==> src/rtl/mips_pkg.sv <==
// ---------------------------------------------------------------------------
// mips_pkg
// Shared definitions for the MIPS-style datapath slice.
//   - DATA_WIDTH / REG_ADDR_WIDTH / ALU_OP_WIDTH : default datapath widths
//   - SHAMT_WIDTH                                : shift-amount field width
//   - alu_op_e                                   : ALU operation encodings
// ---------------------------------------------------------------------------
package mips_pkg;

    localparam int DATA_WIDTH     = 32;
    localparam int REG_ADDR_WIDTH = 5;
    localparam int ALU_OP_WIDTH   = 4;
    localparam int SHAMT_WIDTH    = 5;

    typedef enum logic [3:0] {
        ALU_AND = 4'b0000,
        ALU_OR  = 4'b0001,
        ALU_NOR = 4'b0010,
        ALU_ADD = 4'b0011,
        ALU_LUI = 4'b0101,
        ALU_SLL = 4'b0110,
        ALU_SRL = 4'b0111,
        ALU_SUB = 4'b1000
    } alu_op_e;

endpackage : mips_pkg

==> src/rtl/forward_unit.sv <==
// ---------------------------------------------------------------------------
// forward_unit
// Combinational operand select for one EX source operand. Picks the newest
// in-flight value of the source register: EX/MEM result first, then MEM/WB
// result, otherwise the value read from the register file at decode.
// Register 0 is hard-wired zero, so it is never forwarded.
//
// Ports:
//   i_src_idx        source register index held in ID/EX
//   i_src_data       register file data held in ID/EX
//   i_exmem_we       EX/MEM stage will write a register
//   i_exmem_dest     EX/MEM destination index
//   i_exmem_result   EX/MEM result value
//   i_memwb_we       MEM/WB stage will write a register
//   i_memwb_dest     MEM/WB destination index
//   i_memwb_result   MEM/WB result value
//   o_data           selected operand
// ---------------------------------------------------------------------------
module forward_unit #(
    parameter int DATA_W = 32,
    parameter int ADDR_W = 5
) (
    input  logic [ADDR_W-1:0] i_src_idx,
    input  logic [DATA_W-1:0] i_src_data,
    input  logic              i_exmem_we,
    input  logic [ADDR_W-1:0] i_exmem_dest,
    input  logic [DATA_W-1:0] i_exmem_result,
    input  logic              i_memwb_we,
    input  logic [ADDR_W-1:0] i_memwb_dest,
    input  logic [DATA_W-1:0] i_memwb_result,
    output logic [DATA_W-1:0] o_data
);

    logic w_exmem_hit;
    logic w_memwb_hit;

    assign w_exmem_hit = i_exmem_we && (i_exmem_dest != '0) && (i_exmem_dest == i_src_idx);
    assign w_memwb_hit = i_memwb_we && (i_memwb_dest != '0) && (i_memwb_dest == i_src_idx);

    // EX/MEM is the younger producer, so it wins over MEM/WB.
    always_comb begin
        o_data = i_src_data;
        if (w_exmem_hit) begin
            o_data = i_exmem_result;
        end else if (w_memwb_hit) begin
            o_data = i_memwb_result;
        end
    end

endmodule : forward_unit

==> src/rtl/id_ex_stage.sv <==
// ---------------------------------------------------------------------------
// id_ex_stage
// ID/EX pipeline register that feeds the ALU. Captures decoded operands and
// control each cycle, forwards from EX/MEM and MEM/WB onto the registered
// operands, and raises a one-cycle load-use stall toward PC/IF-ID.
//
// Ports:
//   clk, reset                   clock, synchronous active-high reset
//   id_*                         decoded instruction from the decode stage
//   flush                        squash the instruction entering EX
//   ex_hold                      downstream stall, freeze EX contents
//   exmem_* / memwb_*            forwarding sources (write enable, dest, value)
//   stall                        load-use stall request (combinational)
//   alu_operation/shamt/a/b      ALU inputs
//   ex_valid, ex_dest            EX instruction valid and destination index
//   ex_store_data                forwarded rt value for stores
//   ex_reg_write .. ex_mem_to_reg pass-through control for MEM
//
// Register update priority per edge: reset > flush > ex_hold > stall > load.
// ---------------------------------------------------------------------------
module id_ex_stage #(
    parameter int DATA_WIDTH     = mips_pkg::DATA_WIDTH,
    parameter int REG_ADDR_WIDTH = mips_pkg::REG_ADDR_WIDTH,
    parameter int ALU_OP_WIDTH   = mips_pkg::ALU_OP_WIDTH
) (
    input  logic                      clk,
    input  logic                      reset,

    input  logic                      id_valid,
    input  logic [REG_ADDR_WIDTH-1:0] id_rs,
    input  logic [REG_ADDR_WIDTH-1:0] id_rt,
    input  logic [REG_ADDR_WIDTH-1:0] id_rd,
    input  logic [DATA_WIDTH-1:0]     id_rs_data,
    input  logic [DATA_WIDTH-1:0]     id_rt_data,
    input  logic [DATA_WIDTH-1:0]     id_imm,
    input  logic [4:0]                id_shamt,
    input  logic [ALU_OP_WIDTH-1:0]   id_alu_op,
    input  logic                      id_alu_src,
    input  logic                      id_uses_rt,
    input  logic                      id_reg_dst,
    input  logic                      id_reg_write,
    input  logic                      id_mem_read,
    input  logic                      id_mem_write,
    input  logic                      id_mem_to_reg,

    input  logic                      flush,
    input  logic                      ex_hold,

    input  logic                      exmem_reg_write,
    input  logic [REG_ADDR_WIDTH-1:0] exmem_dest,
    input  logic [DATA_WIDTH-1:0]     exmem_result,
    input  logic                      memwb_reg_write,
    input  logic [REG_ADDR_WIDTH-1:0] memwb_dest,
    input  logic [DATA_WIDTH-1:0]     memwb_result,

    output logic                      stall,
    output logic [ALU_OP_WIDTH-1:0]   alu_operation,
    output logic [4:0]                alu_shamt,
    output logic [DATA_WIDTH-1:0]     alu_a,
    output logic [DATA_WIDTH-1:0]     alu_b,
    output logic                      ex_valid,
    output logic [REG_ADDR_WIDTH-1:0] ex_dest,
    output logic [DATA_WIDTH-1:0]     ex_store_data,
    output logic                      ex_reg_write,
    output logic                      ex_mem_read,
    output logic                      ex_mem_write,
    output logic                      ex_mem_to_reg
);

    // Pipeline registers
    logic                      r_valid;
    logic [REG_ADDR_WIDTH-1:0] r_rs;
    logic [REG_ADDR_WIDTH-1:0] r_rt;
    logic [REG_ADDR_WIDTH-1:0] r_dest;
    logic [DATA_WIDTH-1:0]     r_rs_data;
    logic [DATA_WIDTH-1:0]     r_rt_data;
    logic [DATA_WIDTH-1:0]     r_imm;
    logic [4:0]                r_shamt;
    logic [ALU_OP_WIDTH-1:0]   r_alu_op;
    logic                      r_alu_src;
    logic                      r_reg_write;
    logic                      r_mem_read;
    logic                      r_mem_write;
    logic                      r_mem_to_reg;

    logic                      w_stall;
    logic                      w_dep_rs;
    logic                      w_dep_rt;
    logic                      w_load_bubble;
    logic                      w_capture;
    logic [DATA_WIDTH-1:0]     w_fwd_rs;
    logic [DATA_WIDTH-1:0]     w_fwd_rt;

    // ------------------------------------------------------------------
    // Load-use hazard: the load in EX has no data until MEM, so a dependent
    // instruction in ID must wait one cycle. The next cycle the load sits in
    // EX/MEM and forwarding covers it, so the stall self-terminates. The
    // reset gate keeps stall low while a stale load still sits in EX.
    // ------------------------------------------------------------------
    assign w_dep_rs = (r_dest == id_rs);
    assign w_dep_rt = id_uses_rt && (r_dest == id_rt);

    assign w_stall = !reset && !flush && id_valid && r_valid && r_mem_read
                     && (r_dest != '0) && (w_dep_rs || w_dep_rt);

    assign stall = w_stall;

    // Bubble: flush always wins; otherwise only when not holding and either
    // stalling or the decode slot is empty.
    assign w_load_bubble = flush || (!ex_hold && (w_stall || !id_valid));
    assign w_capture     = !flush && !ex_hold && !w_stall && id_valid;

    always_ff @(posedge clk) begin
        if (reset || w_load_bubble) begin
            r_valid      <= 1'b0;
            r_rs         <= '0;
            r_rt         <= '0;
            r_dest       <= '0;
            r_rs_data    <= '0;
            r_rt_data    <= '0;
            r_imm        <= '0;
            r_shamt      <= '0;
            r_alu_op     <= ALU_OP_WIDTH'(mips_pkg::ALU_AND);
            r_alu_src    <= 1'b0;
            r_reg_write  <= 1'b0;
            r_mem_read   <= 1'b0;
            r_mem_write  <= 1'b0;
            r_mem_to_reg <= 1'b0;
        end else if (w_capture) begin
            r_valid      <= 1'b1;
            r_rs         <= id_rs;
            r_rt         <= id_rt;
            r_dest       <= id_reg_dst ? id_rd : id_rt;
            r_rs_data    <= id_rs_data;
            r_rt_data    <= id_rt_data;
            r_imm        <= id_imm;
            r_shamt      <= id_shamt;
            r_alu_op     <= id_alu_op;
            r_alu_src    <= id_alu_src;
            r_reg_write  <= id_reg_write;
            r_mem_read   <= id_mem_read;
            r_mem_write  <= id_mem_write;
            r_mem_to_reg <= id_mem_to_reg;
        end
        // ex_hold without flush: all registers keep their value.
    end

    // ------------------------------------------------------------------
    // Forwarding on the registered source indices
    // ------------------------------------------------------------------
    forward_unit #(
        .DATA_W (DATA_WIDTH),
        .ADDR_W (REG_ADDR_WIDTH)
    ) u_fwd_rs (
        .i_src_idx      (r_rs),
        .i_src_data     (r_rs_data),
        .i_exmem_we     (exmem_reg_write),
        .i_exmem_dest   (exmem_dest),
        .i_exmem_result (exmem_result),
        .i_memwb_we     (memwb_reg_write),
        .i_memwb_dest   (memwb_dest),
        .i_memwb_result (memwb_result),
        .o_data         (w_fwd_rs)
    );

    forward_unit #(
        .DATA_W (DATA_WIDTH),
        .ADDR_W (REG_ADDR_WIDTH)
    ) u_fwd_rt (
        .i_src_idx      (r_rt),
        .i_src_data     (r_rt_data),
        .i_exmem_we     (exmem_reg_write),
        .i_exmem_dest   (exmem_dest),
        .i_exmem_result (exmem_result),
        .i_memwb_we     (memwb_reg_write),
        .i_memwb_dest   (memwb_dest),
        .i_memwb_result (memwb_result),
        .o_data         (w_fwd_rt)
    );

    // ------------------------------------------------------------------
    // Outputs. Store data is the forwarded rt even when B takes the
    // immediate, since sw uses the immediate for the address.
    // ------------------------------------------------------------------
    assign alu_operation = r_alu_op;
    assign alu_shamt     = r_shamt;
    assign alu_a         = w_fwd_rs;
    assign alu_b         = r_alu_src ? r_imm : w_fwd_rt;
    assign ex_store_data = w_fwd_rt;
    assign ex_valid      = r_valid;
    assign ex_dest       = r_dest;
    assign ex_reg_write  = r_reg_write;
    assign ex_mem_read   = r_mem_read;
    assign ex_mem_write  = r_mem_write;
    assign ex_mem_to_reg = r_mem_to_reg;

endmodule : id_ex_stage

==> config.mk <==
export PLATFORM = sky130hd
export DESIGN_NAME = id_ex_stage
export DESIGN_NICKNAME = d
export VERILOG_FILES = /design/src/rtl/mips_pkg.sv /design/src/rtl/forward_unit.sv /design/src/rtl/id_ex_stage.sv
export SDC_FILE = /design/constraint.sdc
export NUM_CORES = 1
export LEC_CHECK = 0
export BUFFER_PORTS_ARGS = -buffer_cell sky130_fd_sc_hd__buf_2
export CAP_MARGIN = 20
export CORE_AREA = 2 2 126 128
export DETAILED_ROUTE_END_ITERATION = 16
export DIE_AREA = 0 0 128 130
export PLACE_DENSITY = 0.88
export SYNTH_ARGS = -nofsm -noshare
export SYNTH_HDL_FRONTEND = slang
export SYNTH_SLANG_ARGS = --single-unit
==> constraint.sdc <==
create_clock -name clk -period 10.9 [get_ports clk]
set_clock_uncertainty 0.2 [all_clocks]
set_input_delay 3.27 -clock clk [delete_from_list [all_inputs] [get_ports clk]]
set_output_delay 3.27 -clock clk [all_outputs]
set_load 0.005 [all_outputs]
==> impl_results.md, run 1 <==
* CP Capture Type: primary output
* Seq/Total Area, Yosys at 0.3726
* I/O Pins at around 320
* Hold crit path type: register to register
* Slew headroom at 0.3334
* Worst reg-to-reg path cell count at 6
* Num CTS Buffers at 17
* Clock Tree Buf Depth at 2
* Chip height at 130 µm
* # DRC at 0
* Slew Limit Fails at 0
* Nets at about 1.4k
* Synthesis-stage register bit count at around 130
* Area Overhead vs Synth at 32.29%
* Core box area at approximately 15,000 µm²
* Cell taking the most area after synthesis: dfxtp_1
* TritonCTS sink count at 126
* Area occupied by multi-input gates at around 3800 µm²
* FP Rows at 46
* Yosys top cell area share at 0.3726
* Antenna-violating nets left at 0
* Pwr Density at 136.1 nW/µm²
* Maxcap violations at 0
* Critical Path Start Type: input port
* Fin Setup TNS at 0 ns
* Largest family of logic cells by synthesized area: simple AND/OR/NAND/NOR gates
* Max VDD drop at 89.56 µV
* Synthesized area per cell at about 7.6 µm²
* Share of cells above drive strength 1 at 0.3702
* Mux contribution to synthesized area at 0.1079
* Final Setup Violations at 0
* Max Clk Rate at 0.1101 GHz
* Ranking of synthesized cells by area: dfxtp_1, nand2_1, a21oi_1
* Total Routing Usage GR at 0.2487
* Hold path depth at 2
* Outcome: finished clean
* Post-synthesis compound-gate area fraction at 0.1839
* Final hold viol count at 0
* GP Congestion at 0.9462
* Total congestion overflow at 0
* Final period utilization at 0.8329
* Slew @ Worst Pin at ~1 ns
* Gate Count Post-Synth at ~900
* CTS tree: yes
* # port buffers at 323
* Largest net degree at the start of global routing at 82
* Post-DP HPWL at about 15 mm
* First DRT Iteration DRCs at 430
* Drt pass-1 iters at 5
* Initial antenna violation count at 2
* Final wirelength at ~22 mm
* Post-route cell area at roughly 9000 µm²
* Finished Layout Cells at 1,376
* Vias in the first global route at about 6.7k
* Clock Latency Late Sink at about 0.42 ns
* PostCTS Resize Cnt at 0
* First-pass GRT wire length at between 30 and 40 mm
* Netlist cell types at 34
* Syn nets at 1,094
* Final hold slack at 0.2513 ns
* Synth Cell Area at 6769 µm²
* CP arrival at around 5.6 ns
* Min cycle time layout at between 9 and 10 ns
* Wirelength per Cell at about 16 µm
* Unrepaired setup endpoints after global routing: no
* Critical path peak fanout at 32
* Leakage at approximately 3.8 nW
* Worst-path clk slew at ~0.060 ns
* Largest regs: r_imm (32), r_rs_data (32), r_rt_data (32)
* Clock Tree Root: clkbuf_16
* Starting density of the core at 0.4388
* Die Area at approximately 17,000 µm²
* Area after DPL at slightly above 8000 µm²
* Post-Synth Simple-Gate Area at 0.2261
* DIE WIDTH at about 130 µm
* Vias post-DR at 7,256
* Postcts setup bufs at 0
* Area taken by flip-flops and latches at ~2500 µm²
* Htree depth at 4
* Synth Area in Adders at 0
* Ys Warns at 0
* FF-to-FF setup slack at between 7 and 8 ns
* Final-layout fill cell count at ~1.4k
* Worst Setup Path Type: input port to primary output
* Inst Count DP at 1,342
* XOR/XNOR Fraction of Synth Area at 0.03882
* Vias per inst at roughly 5.3
* Hold Buf Count CTS at 0
* Worst EP required at 7.43 ns
## layout make-up
type                    count  area share
diodes                      1   0.0002794
well taps                 192     0.02683
flip-flops and latches    126      0.2818
multi-input cells         690      0.4242
repair buffers            335      0.1928
clock inverters            13     0.02347
clock buffers              19     0.05058
## per-layer routing
layer  global-route usage  routed length, µm  vias to the layer above
met4               0.1228                596                        2
met1               0.2888               8714                     3363
met3              0.05945               1585                       49
met2               0.4322              10860                      314
met5                    0                 11                        -
li1                     -                  -                     3528
## worst max-delay path, stage by stage
cell and delay, ns:
buf_2 0.14, xor2_1 0.15, nor4_1 0.39, nand3_2 0.72, nand2_1 0.36, a31oi_2 0.14, mux2_2 0.30, buf_2 0.13
## layout by cell type (no fill, tap or decap), types with 5 or more instances in the layout
cell type | Yosys | final
mux2i_1 | 37 | 37
xnor2_1 | 10 | 10
nor2_1 | 43 | 43
bufinv_16 | 0 | 5
o21ai_0 | 32 | 32
dfxtp_1 | 126 | 125
buf_2 | 25 | 323
mux2_2 | 32 | 32
clkbuf_16 | 0 | 17
a21oi_1 | 120 | 120
xor2_1 | 20 | 20
a31oi_2 | 28 | 28
a211oi_1 | 5 | 5
nand2_1 | 334 | 334
buf_4 | 6 | 10
## synth_stat cells
master         number
nand2_1           334
dfxtp_1           126
a21oi_1           120
nor2_1             43
mux2i_1            37
mux2_2             32
o21ai_0            32
a31oi_2            28
buf_2              25
xor2_1             20
buf_6              18
clkbuf_1           16
xnor2_1            10
buf_4               6
a211oi_1            5
a31oi_1             4
or4_1               4
nand3_1             3
and3_1              2
clkbuf_8            2
nand2_2             2
nor3_1              2
nor4_1              2
o21a_1              2
o21ai_2             2
a32oi_1             1
and4_2              1
buf_1               1
clkbuf_2            1
dlygate4sd1_1       1
nor4_2              1
o211a_1             1
o211ai_1            1
o211ai_2            1
## per-stage QoR
stage | total power, mW | worst slack, ns | util
final | 1.219 | 1.821 | 0.5805
after global routing | 1.258 | 1.623 | 0.5804
after detailed placement | 0.5928 | 1.532 | 0.5364
after floorplan | 0.5319 | 2.628 | -
after global placement | 0.5905 | 1.463 | 0.5351
after CTS | 1.228 | 1.492 | 0.5794
## report_power, final
| part | switching [mW] | internal, mW | total (mW) |
|---|---|---|---|
| clock | 0.215 | 0.419 | 0.634 |
| combinational | 0.0618 | 0.0526 | 0.114 |
| sequential | 0.00391 | 0.466 | 0.470 |
## cells by family (layout without fill, tap and decap cells)
logic type      count (synthesis)  after routing
flops                         126            126
xor+xnor                       30             30
other cells                     0              1
mux                            69             69
buf+inv                        70            367
simple gates                  394            394
compound gates                197            197
## worst paths after layout
check	from	endpoint
setup / recovery	memwb_dest[3]	alu_b[10]
hold / removal	alu_shamt[1]$_SDFFE_PP0P_	alu_shamt[1]$_SDFFE_PP0P_
setup reg to reg	ex_dest[0]$_SDFFE_PP0P_	r_rt_data[15]$_SDFFE_PP0P_
hold reg to reg	alu_shamt[1]$_SDFFE_PP0P_	alu_shamt[1]$_SDFFE_PP0P_
(Power assumes the default switching activity.)
==> run 2, diff against run 1 <==
- CORE_AREA: 2 2 126 128 -> not set
- CORE_UTILIZATION: not set -> 42
- DIE_AREA: 0 0 128 130 -> not set
- clock period: 10.9 -> 7.85 ns (I/O delays scaled with it)
==> impl_results.md, run 2 (synthesis gave the netlist of run 1 again) <==
* Hold_sp: alu_shamt[2]$_SDFFE_PP0P_
* Antenna-violating nets left at 0 (unchanged)
* WL met1 at 9.043 mm (+3.8%)
* Post-DP HPWL at 15.78 mm (+2.0%)
* PostCTS Resize Cnt at 0 (unchanged)
* Area after DPL at 8327 µm² (+0.64%)
* First DRT Iteration DRCs at 491 (+14%)
* DIE WIDTH at 129.0 µm (+0.74%)
* Vias per inst at 5.162 (-2.1%)
* Starting density of the core at 0.4277 (-0.01117)
* Postcts setup bufs at 0 (unchanged)
* Unrepaired setup endpoints after global routing: no
* Final wirelength at 22.07 mm (+1.4%)
* Drt pass-1 iters at 5 (unchanged)
* Pwr Density at 185.7 nW/µm² (+36%)
* FF-to-FF setup slack at 5.07 ns (-2.62 ns)
* Hold crit path type: register to register
* TritonCTS sink count at 126 (unchanged)
* Largest regs: r_imm (32), r_rs_data (32), r_rt_data (32)
* Tot Pwr at 1.667 mW (+37%)
* Total congestion overflow at 0 (unchanged)
* Leakage at 3.765 nW (-0.24%)
* CP arrival at 4.58 ns (-1.03 ns)
* Reg-to-reg endpoint: r_imm[28]$_SDFFE_PP0P_
* Share of cells above drive strength 1 at 0.3688 (-0.001469)
* Post-route cell area at 8976 µm² (+0.24%)
* Die Area at 16,630 µm² (about the same)
* Worst-path clk slew at 0.06 ns (about the same)
* Worst EP required at 5.30 ns (-2.13 ns)
* Wirelength per Cell at 15.71 µm (-0.68%)
* Total Routing Usage GR at 0.2544 (+0.005652)
* I/O Pins at 324 (unchanged)
* Min cycle time layout at ~7 ns
* Hold Buf Count CTS at 0 (unchanged)
* Chip height at 129.0 µm (-0.81%)
* Commonest non-fill, non-tap cell in the layout: nand2_1
* Final Setup Violations at 0 (unchanged)
* Worst reg-to-reg path cell count at 6 (unchanged)
* Critical Path Start Type: input port
* Initial antenna violation count at 4 (+2)
* Uppermost layer routed: met4
* Final period utilization at 0.9091
* # DRC at 0 (unchanged)
* R2r startpoint: ex_dest[0]$_SDFFE_PP0P_
* Max VDD drop at 127.7 µV (+43%)
* Final-layout fill cell count at 1,394 (-0.64%)
* # port buffers at 323 (unchanged)
* Final hold viol count at 0 (unchanged)
* Vias post-DR at 7,253 (-0.041%)
* Commonest non-fill, non-tap cells in the layout: nand2_1, buf_2, dfxtp_1, a21oi_1, nor2_1
* Htree depth at 4 (unchanged)
* Slew headroom at 0.3306 (-0.002815)
* Outcome: finished clean
* First-pass GRT wire length at 32.56 mm (-0.69%)
* CP Capture Type: primary output
* Num CTS Buffers at 17 (unchanged)
* Core box area at 15,830 µm² (+2.6%)
* Clock Latency Late Sink at 0.41 ns (about the same)
* Met3 routed WL at 1.666 mm (+5.1%)
* Hold path depth at 2 (unchanged)
* GP Congestion at 0.8913 (-5.8%)
* Worst Setup Path Type: input port to primary output
* Hold Path Sink: alu_shamt[2]$_SDFFE_PP0P_
* CTS tree: yes
* Met2 routed WL at 10.79 mm (-0.56%)
* Area Overhead vs Synth at 32.61%
* Vias in the first global route at 6,724 (+0.22%)
* Fin Setup TNS at 0 ns (unchanged)
* Slew @ Worst Pin at 1.004 ns (+0.004221 ns)
* Clock Tree Buf Depth at 2 (unchanged)
* FP Rows at 46 (unchanged)
* Largest net degree at the start of global routing at 71 (-13%)
* Maxcap violations at 0 (unchanged)
* PnR worst setup slack at 0.7137 ns (-1.108 ns)
* Slew Limit Fails at 0 (unchanged)
* Nets at 1,380 (+0.15%)
* Critical path peak fanout at 21 (-34%)
* Max Clk Rate at ~0.14 GHz
* Worst slack at placement at 0.7374 ns (-0.7947 ns)
* Clock Tree Root: clkbuf_16
==> run 2: cell type report <==
cell class	instances	area, µm²	area share
Clock inverter	11	188.9	0.02105
Antenna cell	4	10.01	0.001115
Clock buffer	21	450.4	0.05018
Multi-Input combinational cell	690	3799	0.4232
Timing Repair Buffer	337	1734	0.1932
Tap cell	216	270.3	0.03011
Sequential cell	126	2524	0.2812
==> run 2: layer usage <==
layer | up-vias | GRT usage
li1 | 3532 | -
met1 | 3318 | 0.2983
met2 | 354 | 0.4394
met3 | 49 | 0.05489
met4 | 0 | 0.1253
met5 | - | 0
==> run 2: through the flow <==
stage	utilization	hold slack, ns	cells
global placement	0.5261	0.2388	1369
global route	0.5670	0.2673	1404
CTS	0.5665	0.2517	1401
detailed placement	0.5261	0.2437	1369
finish	0.5671	0.2503	1405
floorplan	-	0.2329	886
==> run 2: worst max-delay path by stage <==
| stage | start | to | cells after the start |
|---|---|---|---|
| floorplan | memwb_dest[4] | alu_b[12] | 8 |
| global placement | memwb_dest[1] | alu_b[14] | 9 |
| detailed placement | memwb_dest[1] | alu_b[15] | 9 |
| CTS | memwb_dest[1] | alu_b[15] | 9 |
| global route | memwb_dest[1] | alu_b[15] | 9 |
| finish | memwb_dest[1] | alu_b[15] | 9 |
==> run 2: power by group <==
| part | total, mW | switching (mW) | internal [mW] | leakage (nW) |
|---|---|---|---|---|
| Combinational | 0.159 | 0.0862 | 0.0731 | 2.44 |
| Clock | 0.855 | 0.285 | 0.571 | 0.307 |
| Sequential | 0.652 | 0.00554 | 0.647 | 1.02 |
==> run 2: worst max-delay path: stages <==
cell,delay [ns]
buf_2,0.12
xor2_1,0.14
nor4_1,0.41
nand3_2,0.53
buf_4,0.39
nand2_1,0.10
a31oi_2,0.10
mux2_2,0.30
buf_2,0.13
==> run 3, diff against run 2 <==
- CORE_AREA: not set -> 2 2 127 129
- CORE_UTILIZATION: 42 -> not set
- DIE_AREA: not set -> 0 0 129 131
- PLACE_DENSITY: 0.88 -> 0.87
- clock period: 7.85 -> 8 ns (I/O delays scaled with it)
==> impl_results.md, run 3 (synthesis gave the netlist of run 1 again) <==
* Wirelength per Cell at 15.83 µm (+0.76%)
* Clock Tree Buf Depth at 2 (unchanged)
* Tot Pwr at 1.506 mW (-9.7%)
* First DRT Iteration DRCs at 417 (-15%)
* # DRC at 0 (unchanged)
* Hold path depth at 2 (unchanged)
* Commonest non-fill, non-tap cell in the layout: nand2_1
* CP arrival at 4.61 ns (+0.03 ns)
* Worst reg-to-reg path cell count at 6 (unchanged)
* Largest net degree at the start of global routing at 92 (+30%)
* Vias per inst at 5.159 (about the same)
* Initial antenna violation count at 3 (-1)
* Worst-path clk slew at 0.05 ns (about the same)
* Unrepaired setup endpoints after global routing: no
* Leakage at 3.727 nW (-1.0%)
* CP Capture Type: primary output
* Chip height at 131 µm (+1.6%)
* Final-layout fill cell count at 1,460 (+4.7%)
* Commonest non-fill, non-tap cells in the layout: nand2_1, buf_2, dfxtp_1, a21oi_1, nor2_1
* Die Area at 16,900 µm² (+1.6%)
* Starting density of the core at 0.4340 (+0.006312)
* Postcts setup bufs at 0 (unchanged)
* Worst EP required at 5.40 ns (+0.10 ns)
* Total Routing Usage GR at 0.2495 (-0.004905)
* Antenna-violating nets left at 0 (unchanged)
* Max Clk Rate at 0.1386 GHz
* # port buffers at 323 (unchanged)
* DIE WIDTH at 129 µm (about the same)
* Outcome: finished clean
* Hold crit path type: register to register
* TritonCTS sink count at 126 (unchanged)
* Htree depth at 4 (unchanged)
* Slew @ Worst Pin at 1.039 ns (+0.03491 ns)
* Slew headroom at 0.3073 (-0.02327)
* First-pass GRT wire length at 33.29 mm (+2.2%)
* Pwr Density at 169.3 nW/µm² (-8.8%)
* Maxcap violations at 0 (unchanged)
* FP Rows at 46 (unchanged)
* GP Congestion at 0.9114 (+2.3%)
* Worst Setup Path Type: input port to primary output
* Clock Tree Root: clkbuf_16
* Hold Buf Count CTS at 0 (unchanged)
* Critical path peak fanout at 15 (-29%)
* Total congestion overflow at 0 (unchanged)
* Final Setup Violations at 0 (unchanged)
* Vias in the first global route at 6,802 (+1.2%)
* Critical Path Start Type: input port
* Slew Limit Fails at 0 (unchanged)
* Final hold viol count at 0 (unchanged)
* PostCTS Resize Cnt at 0 (unchanged)
* Drt pass-1 iters at 5 (unchanged)
* Largest regs: r_imm (32), r_rs_data (32), r_rt_data (32)
* Max VDD drop at 125.7 µV (-1.6%)
* Area Overhead vs Synth at 31.40%
* Core box area at 15,600 µm² (-1.5%)
* I/O Pins at 324 (unchanged)
* CTS tree: yes
* Vias post-DR at 7,218 (-0.48%)
* Post-DP HPWL at 15.89 mm (+0.69%)
* Nets at 1,378 (-0.14%)
* Min cycle time layout at just over 7 ns
* Fin Setup TNS at 0 ns (unchanged)
* Clock Latency Late Sink at 0.40 ns (about the same)
* Share of cells above drive strength 1 at 0.3658 (-0.002985)
* Num CTS Buffers at 17 (unchanged)
* Final period utilization at 0.9017
* Final wirelength at 22.14 mm (+0.33%)
[run 3: changes by cell type in the layout (fill, tap and decap cells not counted)]
cell	change
buf_8	+1
clkinv_2	+1
diode_2	-2
buf_4	-6
bufinv_16	-4
clkbuf_1	+1
clkinv_4	-1
clkbuf_8	+1
buf_12	+3
[run 3: cell type report]
type                            count  area, µm²  share of cell area
Sequential cell                   126       2524              0.2837
Clock inverter                      7      65.06            0.007315
Multi-Input combinational cell    690       3799              0.4271
Timing Repair Buffer              335       1764              0.1983
Clock buffer                       23      467.9             0.05261
Antenna cell                        2      5.005           0.0005627
Tap cell                          216      270.3             0.03038
[run 3: final timing paths]
check / to / slack [ns] / startpoint
setup reg to reg: ex_mem_to_reg$_SDFFE_PP0P_ / 4.74 / ex_dest[0]$_SDFFE_PP0P_
hold reg to reg: alu_operation[1]$_SDFFE_PP0P_ / 0.25 / alu_operation[1]$_SDFFE_PP0P_
setup / recovery: alu_b[31] / 0.79 / memwb_dest[1]
hold / removal: alu_operation[1]$_SDFFE_PP0P_ / 0.25 / alu_operation[1]$_SDFFE_PP0P_
[run 3: critical path, stage by stage]
cell and delay (ns):
buf_2 0.12, xor2_1 0.15, nor4_1 0.41, and3_1 0.59
buf_8 0.25, nand2_1 0.07, a31oi_1 0.30, mux2_2 0.22
buf_2 0.11
[run 3: power by group]
part | switching (mW) | internal [mW] | total, mW
Sequential | 0.00535 | 0.635 | 0.640
Combinational | 0.0844 | 0.0732 | 0.158
Clock | 0.270 | 0.438 | 0.708
Total | 0.360 | 1.15 | 1.51
[run 3: metal layers]
layer	track usage	vias up	share of wire
li1	-	3520	-
met1	0.3003	3339	0.41
met2	0.4242	319	0.49
met3	0.06678	38	0.076
met4	0.1023	2	0.024
met5	0	-	0.00059
[run 3: stage by stage]
step	hold slack, ns	cell area [µm²]	utilization	cells	worst slack (ns)
floorplan	0.2329	6769	-	886	1.468
global placement	0.2388	8322	0.5335	1365	0.4013
detailed placement	0.2431	8342	0.5348	1366	0.3554
CTS	0.2507	8875	0.5690	1396	0.3510
global route	0.2673	8892	0.5701	1398	0.5632
finish	0.2513	8895	0.5703	1399	0.7866
